==> src/rtl/uart_rx_ctrl.sv <==
// UART receiver control: oversampled start/data/parity/stop framing with
// 3-sample majority voting, frame-end error reporting and break detection.
// All outputs are registered; configuration is latched at start-bit detection.
module uart_rx_ctrl #(
    parameter int DATA_WIDTH = 8,
    parameter int PRESCALE_W = 6
) (
    input  logic                  CLK,
    input  logic                  RST,
    input  logic                  RX_IN,
    input  logic [PRESCALE_W-1:0] prescale,
    input  logic                  parity_enable,
    input  logic                  parity_type,
    input  logic                  stop_bits,
    output logic [DATA_WIDTH-1:0] P_DATA,
    output logic                  data_valid,
    output logic                  parity_error,
    output logic                  stop_error,
    output logic                  break_detect,
    output logic                  busy
);

    typedef enum logic [2:0] {
        ST_IDLE   = 3'd0,
        ST_START  = 3'd1,
        ST_DATA   = 3'd2,
        ST_PARITY = 3'd3,
        ST_STOP   = 3'd4
    } state_t;

    localparam logic [PRESCALE_W-1:0] CNT_ZERO  = {PRESCALE_W{1'b0}};
    localparam logic [PRESCALE_W-1:0] CNT_ONE   = {{(PRESCALE_W-1){1'b0}}, 1'b1};
    localparam logic [DATA_WIDTH-1:0] DATA_ZERO = {DATA_WIDTH{1'b0}};
    localparam logic [DATA_WIDTH-1:0] DATA_ONE  = {{(DATA_WIDTH-1){1'b0}}, 1'b1};
    localparam logic [3:0]            BIT_LAST  = 4'(DATA_WIDTH - 1);

    // Even parity over a data word (1 when the word has an odd number of ones).
    function automatic logic calc_parity(input logic [DATA_WIDTH-1:0] word);
        return ^word;
    endfunction

    // Majority vote of three line samples.
    function automatic logic majority3(input logic a, input logic b, input logic c);
        return (a & b) | (a & c) | (b & c);
    endfunction

    state_t                  state_r;
    logic [PRESCALE_W-1:0]   edge_cnt_r;
    logic [PRESCALE_W-1:0]   presc_r;
    logic [3:0]              bit_cnt_r;
    logic                    par_en_r;
    logic                    par_type_r;
    logic                    stop2_r;
    logic [1:0]              samp_r;
    logic [DATA_WIDTH-1:0]   shift_r;
    logic [DATA_WIDTH-1:0]   p_data_r;
    logic                    par_err_r;
    logic                    stop_err_r;
    logic                    all_low_r;
    logic                    data_valid_r;
    logic                    parity_error_r;
    logic                    stop_error_r;
    logic                    break_detect_r;
    logic                    busy_r;

    logic [PRESCALE_W-1:0]   half_s;
    logic [PRESCALE_W-1:0]   dec_cnt_s;
    logic                    dec_s;
    logic                    last_s;
    logic                    samp_s;
    logic                    bit_s;
    logic                    final_stop_s;
    logic                    exp_par_s;
    logic [DATA_WIDTH-1:0]   mask_s;
    logic                    end_stop_err_s;
    logic                    end_brk_s;

    // Counter landmarks: three samples centred on mid-bit, decision on the last.
    assign half_s    = {1'b0, presc_r[PRESCALE_W-1:1]};
    assign dec_cnt_s = half_s + CNT_ONE;
    assign dec_s     = (edge_cnt_r == dec_cnt_s);
    assign last_s    = (edge_cnt_r == (presc_r - CNT_ONE));
    assign samp_s    = (edge_cnt_r == (half_s - CNT_ONE)) || (edge_cnt_r == half_s) || dec_s;
    // Third vote is the live line value at the decision count.
    assign bit_s     = majority3(samp_r[1], samp_r[0], RX_IN);

    assign final_stop_s   = ~stop2_r | (bit_cnt_r == 4'd1);
    assign exp_par_s      = calc_parity(shift_r) ^ par_type_r;
    assign mask_s         = DATA_ONE << bit_cnt_r;
    assign end_stop_err_s = stop_err_r | ~bit_s;
    // Break needs the first stop bit low; with two stop bits it was folded in earlier.
    assign end_brk_s      = (bit_cnt_r == 4'd0) ? (all_low_r & ~bit_s) : all_low_r;

    // Receive FSM with edge/bit counters, sample shift and registered output pulses.
    always_ff @(posedge CLK or posedge RST) begin
        if (RST) begin
            state_r        <= ST_IDLE;
            edge_cnt_r     <= CNT_ZERO;
            presc_r        <= CNT_ZERO;
            bit_cnt_r      <= 4'd0;
            par_en_r       <= 1'b0;
            par_type_r     <= 1'b0;
            stop2_r        <= 1'b0;
            samp_r         <= 2'b00;
            shift_r        <= DATA_ZERO;
            p_data_r       <= DATA_ZERO;
            par_err_r      <= 1'b0;
            stop_err_r     <= 1'b0;
            all_low_r      <= 1'b0;
            data_valid_r   <= 1'b0;
            parity_error_r <= 1'b0;
            stop_error_r   <= 1'b0;
            break_detect_r <= 1'b0;
            busy_r         <= 1'b0;
        end else begin
            data_valid_r   <= 1'b0;
            parity_error_r <= 1'b0;
            stop_error_r   <= 1'b0;
            break_detect_r <= 1'b0;

            if (state_r != ST_IDLE) begin
                edge_cnt_r <= last_s ? CNT_ZERO : (edge_cnt_r + CNT_ONE);
                if (samp_s) begin
                    samp_r <= {samp_r[0], RX_IN};
                end
            end

            case (state_r)
                ST_IDLE: begin
                    if (!RX_IN) begin
                        state_r    <= ST_START;
                        busy_r     <= 1'b1;
                        edge_cnt_r <= CNT_ZERO;
                        bit_cnt_r  <= 4'd0;
                        presc_r    <= prescale;
                        par_en_r   <= parity_enable;
                        par_type_r <= parity_type;
                        stop2_r    <= stop_bits;
                        par_err_r  <= 1'b0;
                        stop_err_r <= 1'b0;
                        all_low_r  <= 1'b1;
                    end
                end
                ST_START: begin
                    if (dec_s && bit_s) begin
                        state_r    <= ST_IDLE;
                        busy_r     <= 1'b0;
                        edge_cnt_r <= CNT_ZERO;
                    end else if (last_s) begin
                        state_r    <= ST_DATA;
                        edge_cnt_r <= CNT_ZERO;
                        bit_cnt_r  <= 4'd0;
                    end
                end
                ST_DATA: begin
                    if (dec_s) begin
                        shift_r   <= bit_s ? (shift_r | mask_s) : (shift_r & ~mask_s);
                        all_low_r <= all_low_r & ~bit_s;
                    end
                    if (last_s) begin
                        edge_cnt_r <= CNT_ZERO;
                        if (bit_cnt_r == BIT_LAST) begin
                            state_r   <= par_en_r ? ST_PARITY : ST_STOP;
                            bit_cnt_r <= 4'd0;
                        end else begin
                            bit_cnt_r <= bit_cnt_r + 4'd1;
                        end
                    end
                end
                ST_PARITY: begin
                    if (dec_s) begin
                        all_low_r <= all_low_r & ~bit_s;
                        if (bit_s != exp_par_s) begin
                            par_err_r <= 1'b1;
                        end
                    end
                    if (last_s) begin
                        state_r    <= ST_STOP;
                        edge_cnt_r <= CNT_ZERO;
                        bit_cnt_r  <= 4'd0;
                    end
                end
                ST_STOP: begin
                    // Leave at the final decision so a following start bit is not missed.
                    if (final_stop_s && (dec_s || last_s)) begin
                        state_r        <= ST_IDLE;
                        busy_r         <= 1'b0;
                        edge_cnt_r     <= CNT_ZERO;
                        bit_cnt_r      <= 4'd0;
                        data_valid_r   <= ~par_err_r & ~end_stop_err_s;
                        parity_error_r <= par_err_r;
                        stop_error_r   <= end_stop_err_s;
                        break_detect_r <= end_brk_s;
                        if (!par_err_r && !end_stop_err_s) begin
                            p_data_r <= shift_r;
                        end
                    end else begin
                        if (dec_s) begin
                            if (!bit_s) begin
                                stop_err_r <= 1'b1;
                            end
                            if (bit_cnt_r == 4'd0) begin
                                all_low_r <= all_low_r & ~bit_s;
                            end
                        end
                        if (last_s) begin
                            bit_cnt_r <= bit_cnt_r + 4'd1;
                        end
                    end
                end
                default: begin
                    state_r    <= ST_IDLE;
                    busy_r     <= 1'b0;
                    edge_cnt_r <= CNT_ZERO;
                    bit_cnt_r  <= 4'd0;
                end
            endcase
        end
    end

    assign P_DATA       = p_data_r;
    assign data_valid   = data_valid_r;
    assign parity_error = parity_error_r;
    assign stop_error   = stop_error_r;
    assign break_detect = break_detect_r;
    assign busy         = busy_r;

endmodule
==> config.mk <==
export PLATFORM = sky130hd
export DESIGN_NAME = uart_rx_ctrl
export DESIGN_NICKNAME = d
export VERILOG_FILES = /design/src/rtl/uart_rx_ctrl.sv
export SDC_FILE = /design/constraint.sdc
export NUM_CORES = 1
export LEC_CHECK = 0
export ABC_AREA = 1
export CORE_ASPECT_RATIO = 1.4
export CORE_MARGIN = 3
export CORE_UTILIZATION = 40
export CTS_BUF_LIST = sky130_fd_sc_hd__clkbuf_16
export DETAILED_ROUTE_END_ITERATION = 8
export GPL_TIMING_DRIVEN = 0
export SYNTH_ARGS = -nofsm -noshare
export SYNTH_HDL_FRONTEND = slang
export SYNTH_SLANG_ARGS = --single-unit
export TNS_END_PERCENT = 50
==> constraint.sdc <==
create_clock -name CLK -period 5.7 [get_ports CLK]
set_clock_uncertainty 0.15 [all_clocks]
set_input_delay 0.855 -clock CLK [delete_from_list [all_inputs] [get_ports CLK]]
set_output_delay 0.855 -clock CLK [all_outputs]
set_load 0.05 [all_outputs]
---- After elaboration in Yosys (flattened, before gate mapping) ----
Cells that the tools add are included.
cells by class
  reduce and logical (&&, ||, !) cells .... 26
  multiplexer cells ....................... 50
  equal/unequal tests ..................... 26
  shift operators ......................... 1
  bitwise operators ....................... 19
  $add $sub $neg .......................... 5
operators by type and width
  cell                                                                    number
  6-bit 2-to-1 mux                                                        6
  4-bit 2-to-1 mux                                                        7
  3-bit 2-to-1 mux                                                        8
  2-bit inequality test (second input constant)                           12
  6-bit one-hot mux with 4 select lines                                   1
  1-bit 2-to-1 mux                                                        21
  4-bit one-hot mux with 5 select lines                                   1
  6-bit equality test                                                     3
  3-bit one-hot mux with 5 select lines                                   1
  4-bit AND reduction                                                     3
  5-bit AND reduction                                                     2
  8-bit bitwise AND                                                       1
  8-bit 2-to-1 mux                                                        1
  8-bit inverter                                                          1
  8-bit OR                                                                1
  8-bit XOR reduction                                                     1
  1-bit by 4-bit left shift with 8-bit output (first input constant)      1
  5-bit by 1-bit adder with 6-bit output (second input constant)          1
  6-bit by 1-bit adder with 6-bit output (second input constant)          1
  3-bit by 2-bit equality test with 1-bit output (second input constant)  2
  6-bit by 5-bit equality test with 1-bit output                          1
  3-bit inequality test (second input constant)                           2
  1-bit inverter                                                          6
  2-bit AND reduction                                                     3
  other kinds (25)                                                        40
word-level totals
  output and inout bits ................... 13
  logic and storage cells ................. 145
  register bits ........................... 48

---- Logic depth before layout (Yosys ltp) ----
  depth in word-level cells ............... 9
  mapped depth ............................ 17

---- Worst setup path before layout ----
Ideal clock, no wire load.
  path type ............................... reg-to-reg
  from .................................... register presc_r[1]
  to ...................................... register state_r[0]
  setup slack ............................. 3.609 ns
  period minus slack after synthesis ...... 2.091 ns
  data arrival time ....................... 1.820 ns
  stages on the path, launching flop included .. 13
  cell sequence ........................... dfrtp_1 > inv_1 > ha_1 > xnor2_1 > nand3_1 > nor2_2 > nand2_4 > nand2_4 > nand2_4 > nand2_2 > nand2_2 > o21bai_1 > nand2_1
between the ends
  word-level cells in the longest chain between the ends .. 6
  elaborated cells on any way between the ends .. 14
  classes of those cells .................. add/sub (2); eq/ne (6); mux (2); reduce/logical (4)
ends and longest elaborated chain
  item                                                                                                   RTL line  RTL
  start: declaration                                                                                     49        logic [PRESCALE_W-1:0] presc_r;
  start signal: assignment                                                                               135       presc_r <= prescale;
  6-bit by 1-bit subtractor with 6-bit output or 5-bit by 1-bit adder with 6-bit output (tied branches)  82, 80
  6-bit equality test, on equally long branches                                                          82, 81
  1-bit logical OR                                                                                       185       if (final_stop_s && (dec_s || last_s)) begin
  1-bit logical AND                                                                                      185
  2-bit inequality test (no line)                                                                        n/a
  6-bit AND reduction (no line)                                                                          n/a
  end signal: assignment                                                                                 163       state_r <= par_en_r ? ST_PARITY : ST_STOP;
  end: declaration                                                                                       47        state_t state_r;
Several ways; a longest one is shown, not always the timed one.
A chain may end at the register's enable or synchronous reset.

---- Worst setup path in the final report ----
  from .................................... input RX_IN
  to ...................................... register edge_cnt_r[0]
between the ends
  word-level cells in the longest chain between the ends .. 6
  elaborated cells on any way between the ends .. 8
  classes of those cells .................. mux (3); bitwise (4); reduce/logical (1)
ends and longest elaborated chain
  item                                       RTL line  RTL
  start: declaration                         10        input logic RX_IN,
  1-bit bitwise AND                          44        return (a & b) | (a & c) | (b & c);
  1-bit OR (2 in a row)                      44
  1-bit logical AND                          145       if (dec_s && bit_s) begin
  6-bit 2-to-1 mux                           145
  6-bit one-hot mux with 4 select lines (*)  128       case (state_r)
  end signal: assignment                     122       edge_cnt_r <= last_s ? CNT_ZERO : (edge_cnt_r + CNT_ONE);
  end: declaration                           48        logic [PRESCALE_W-1:0] edge_cnt_r;
Every way passes the cells marked *; elsewhere a longest branch is shown, timed or not.

==> summary by stage <==
Job
The max capacitance violation total is 0.

Floorplan
The initial utilization of the core area, before any placement, comes to ~42%. The cell row count is 36. The die covers 8560 sq um. The chip height is 108 um.

The number of top-level pins is 25. The die is 79.1 um wide. The region available for standard cell placement spans roughly 7000 sq um.

Synthesis
Synthesis inferred 48 register bits. Yosys mapped a number of flops with a built-in enable equal to 0. Synthesis instantiated 33 different standard cells from the library. Sequential cells were found to cover 40.2% of the synthesized design area. The count of mapped cells out of synthesis is just over 400. Counting flops with an async set or reset pin after synthesis yields a share of between 90% and 100%. The mapped netlist covers roughly 3000 sq um. For this run, the leading register cell type out of synthesis is sky130_fd_sc_hd__dfrtp_1. The total nets after synthesis is roughly 430. The average instance in the mapped netlist occupies between 7 and 8 sq um.

The yosys synthesis warning count is 0.

Place
The number of buffer cells added on primary ports is 24. The pre-CTS setup slack is approximately 2.7 ns. At the end of routability-driven placement, the weighted congestion stood at between 0.9 and 1. Summed over all nets, the half-perimeter wirelength after detailed placement is around 5500 um.

Routing
Wires add up to 6960 um. The detailed router placed roughly 2600 vias in this run. Dividing the detail-routed wire length by the instance count gives 13.1 um. The number of vias per cell is about 4.9.

For this run, the detailed router's first-pass iteration total came to 4. For this run, design rule violations remaining after detail routing come to 0. The count of routing violations after the opening detailed-route iteration is ~130. The number of routed nets with antenna violations is 0.

Worst setup path
The critical path crosses 8 cells after its start point. The worst register-to-register path has a depth of 12. In this run the register-to-register setup slack is 3.21 ns. On the worst path, the slowest cell contributes a delay of around 0.55 ns.

Walking the worst path, the cells encountered are clkdlybuf4s50_1 > o21ai_0 > inv_1 > nand3_1 > nand3_1 > nand3_2 > nor2_2 > nor3_1. Data on the critical path arrives at its endpoint at 2.72 ns. The category of the critical setup timing path is input pin to flip-flop. Along the worst path, the maximum fanout reaches 5. Among the stages of the critical path, the cell type that occurs most often is sky130_fd_sc_hd__nand3_1. The critical path contains buffers and inverters numbering 2 combined. The cell family contributing the most delay on the critical path is buffers and inverters. The critical path endpoint category is a flip-flop.

The nature of the critical path startpoint is an input pin. STA puts the critical path data required time at roughly 5.8 ns. The cell at the slowest stage of the critical path is sky130_fd_sc_hd__o21ai_0.

Clocking
The setup fix buffers added after clock tree synthesis is 0. The clock root buffer is sky130_fd_sc_hd__clkbuf_16. The longest clock path from root to sink contains 2 buffers. The number of buffers inserted during clock tree synthesis is 5.

The clock drives 48 sinks. The number of hold buffers added after CTS was 0. The clock transition at the registers of the reported paths is around 0.070 ns. TritonCTS built the clock tree.

The later pin in the worst-skew pair is clocked with a latency of about 0.29 ns. Gates resized during post-CTS repair numbered 0. The level count of the clock H-tree is 2.

Pwr
The peak ir drop on the vdd network is between 0.15 and 0.2 mV. For this design the ratio of total power to cell area is about 480 nW/um^2. For this design the static power due to leakage is between 1.5 and 2 nW.

STA
At the pin with the least slew margin, the transition time is roughly 0.6 ns. The final critical path takes up a little under half of the cycle. The relative max-transition margin is 58.7%. The maximum clock rate is ~370 MHz. Setup violations remaining at the end of the flow were counted as 0. The number of hold violations in the final report was 0. The count of final max-slew check failures is 0. Once routing completed, OpenROAD measured the worst setup slack at 3.03 ns.

Setup repair after global routing left no endpoint under its margin. Counting I/O delays and the setup requirement, the final critical path takes 2.67 ns. The setup TNS after final layout is 0 ns.

Finish
In the final layout, the share of cells above drive strength 1 is roughly a tenth. The final-layout fill cell count is approximately 750. The final layout contains about 460 nets. The antenna diode count is 0. From synthesis to final layout, the design area changed by 18.3%.

Global route
The via count of the first global-routing pass is ~2500. For this run, the total global-route usage over all layers was measured as roughly 18%. Entering global routing, the biggest net connects 35 pins.

The initial antenna violation count was 0. The first-pass GRT wire length is ~12000 um. The total overflow reported by the global router is 0.

Status
The flow ran to the end, and the final reports show no timing, DRC or antenna violations.

Worst hold path
The path class of the tightest hold or removal check is flip-flop to flip-flop. The hold path depth is 2.
## power by group
part	switching, mW	total, mW	internal [mW]
Sequential	0.0790	0.501	0.422
Combinational	0.564	0.863	0.299
Clock	0.125	0.331	0.206
## metrics by stage
| stage | hold slack (ns) | instances | power [mW] | cell area (sq um) | utilization, % |
|---|---|---|---|---|---|
| 2_1_floorplan | 0.286 | 403 | 1.16 | 2990 | - |
| 3_3_place_gp | 0.318 | 522 | 1.36 | 3350 | 47.0 |
| 6_report | 0.329 | 531 | 1.70 | 3540 | 49.7 |
| 5_1_grt | 0.371 | 531 | 1.84 | 3540 | 49.7 |
| 4_1_cts | 0.333 | 531 | 1.71 | 3540 | 49.7 |
| 3_5_place_dp | 0.314 | 523 | 1.37 | 3370 | 47.3 |
## cell usage after synthesis, types with 2 or more instances
library cell / count / area [sq um]
sky130_fd_sc_hd__inv_1: 39 / 146
sky130_fd_sc_hd__o21ai_0: 25 / 125
sky130_fd_sc_hd__nor2_2: 4 / 25.0
sky130_fd_sc_hd__xnor2_1: 9 / 78.8
sky130_fd_sc_hd__inv_2: 7 / 26.3
sky130_fd_sc_hd__nand3_2: 2 / 20.0
sky130_fd_sc_hd__a21oi_1: 7 / 35.0
sky130_fd_sc_hd__nand4_1: 8 / 50.1
sky130_fd_sc_hd__nand2_2: 7 / 43.8
sky130_fd_sc_hd__nand3_1: 37 / 185
sky130_fd_sc_hd__nand2_4: 3 / 33.8
sky130_fd_sc_hd__nand2_1: 131 / 492
sky130_fd_sc_hd__nor2_1: 24 / 90.1
sky130_fd_sc_hd__o21ai_1: 2 / 10.0
sky130_fd_sc_hd__nor2_4: 3 / 33.8
sky130_fd_sc_hd__ha_1: 11 / 138
sky130_fd_sc_hd__nor3_1: 9 / 45.0
sky130_fd_sc_hd__dfrtp_1: 48 / 1200
sky130_fd_sc_hd__buf_2: 3 / 15.0
sky130_fd_sc_hd__xor2_1: 9 / 78.8
sky130_fd_sc_hd__clkinv_1: 2 / 7.51
sky130_fd_sc_hd__o21bai_1: 2 / 15.0
## worst paths after layout
kind,start,end
max,RX_IN,edge_cnt_r[0]$_DFF_PP0_
min,P_DATA[1]$_DFFE_PP0P_,P_DATA[1]$_DFFE_PP0P_
max reg2reg,presc_r[1]$_DFFE_PP0P_,state_r[1]$_DFFE_PP0P_
min reg2reg,P_DATA[1]$_DFFE_PP0P_,P_DATA[1]$_DFFE_PP0P_
max in group asynchronous,RST,bit_cnt_r[3]$_DFFE_PP0P_
min in group asynchronous,RST,P_DATA[1]$_DFFE_PP0P_
## area by class of cell
class | count | area, sq um | area share (%)
buffer | 4 | 26.3 | 0.743
clock buffer | 5 | 125 | 3.54
clock inverter | 3 | 42.5 | 1.20
inverter | 50 | 195 | 5.52
multi-input combinational | 301 | 1570 | 44.3
sequential | 48 | 1200 | 34.0
tap | 95 | 119 | 3.36
timing repair buffer | 25 | 260 | 7.36
## cells by family after synthesis
kind of cell               share of synthesized area (%)
DFF                                                 40.2
xor gates and xnor gates                            5.27
buffers and inverters                               7.41
and+or+nand+nor                                     35.3
adders and majority gates                           4.60
AOI/OAI and AO/OA                                   7.20
## worst register-to-register path: cells and delay by family, from the launching register on
family / cells / cell delay (ns)
XOR/XNOR: 1 / 0.23
flip-flops: 1 / 0.46
AO/OA/AOI/OAI: 1 / 0.13
adder cells (fa/ha/maj): 1 / 0.34
AND/OR/NAND/NOR: 8 / 0.89
buffers and inverters: 1 / 0.18
## layout by cell type, fill, tap and decap left out
cell and instances:
sky130_fd_sc_hd__ha_1 11, sky130_fd_sc_hd__clkbuf_16 5, sky130_fd_sc_hd__clkinv_1 3, sky130_fd_sc_hd__bufinv_16 1, sky130_fd_sc_hd__o21ai_1 2, sky130_fd_sc_hd__nor4_1 1
sky130_fd_sc_hd__nand3b_1 1, sky130_fd_sc_hd__inv_2 8, sky130_fd_sc_hd__buf_6 1, sky130_fd_sc_hd__nand3_2 2, sky130_fd_sc_hd__a21boi_0 1, sky130_fd_sc_hd__nand3_1 37
sky130_fd_sc_hd__nand2_1 131, sky130_fd_sc_hd__a21oi_1 7, sky130_fd_sc_hd__or2_2 1, sky130_fd_sc_hd__clkdlybuf4s50_1 24, sky130_fd_sc_hd__nand4_1 8, sky130_fd_sc_hd__nor2_4 3
sky130_fd_sc_hd__nand2_4 3, sky130_fd_sc_hd__buf_2 3, sky130_fd_sc_hd__a211oi_1 1, sky130_fd_sc_hd__xor2_1 9, sky130_fd_sc_hd__nand2_2 7, sky130_fd_sc_hd__inv_4 1
sky130_fd_sc_hd__nor2_1 24, sky130_fd_sc_hd__dfrtp_1 48, sky130_fd_sc_hd__nor3_1 9, sky130_fd_sc_hd__o21ai_0 25, sky130_fd_sc_hd__inv_1 38, sky130_fd_sc_hd__xnor2_1 9
sky130_fd_sc_hd__nand3_4 1, sky130_fd_sc_hd__o22ai_1 1, sky130_fd_sc_hd__o21ai_2 1, sky130_fd_sc_hd__buf_12 1, sky130_fd_sc_hd__o21bai_1 2, sky130_fd_sc_hd__clkinv_4 2
sky130_fd_sc_hd__nor2_2 4
## per-layer routing
layer / vias to the layer above / wire length [um] / GRT usage, %
li1: 1346 / - / -
met1: 1189 / 2960 / 20.7
met2: 34 / 3690 / 31.9
met3: 11 / 136 / 2.42
met4: 0 / 167 / 6.63
met5: - / 0 / 0
No activity file was read; power rests on OpenSTA's default activity.
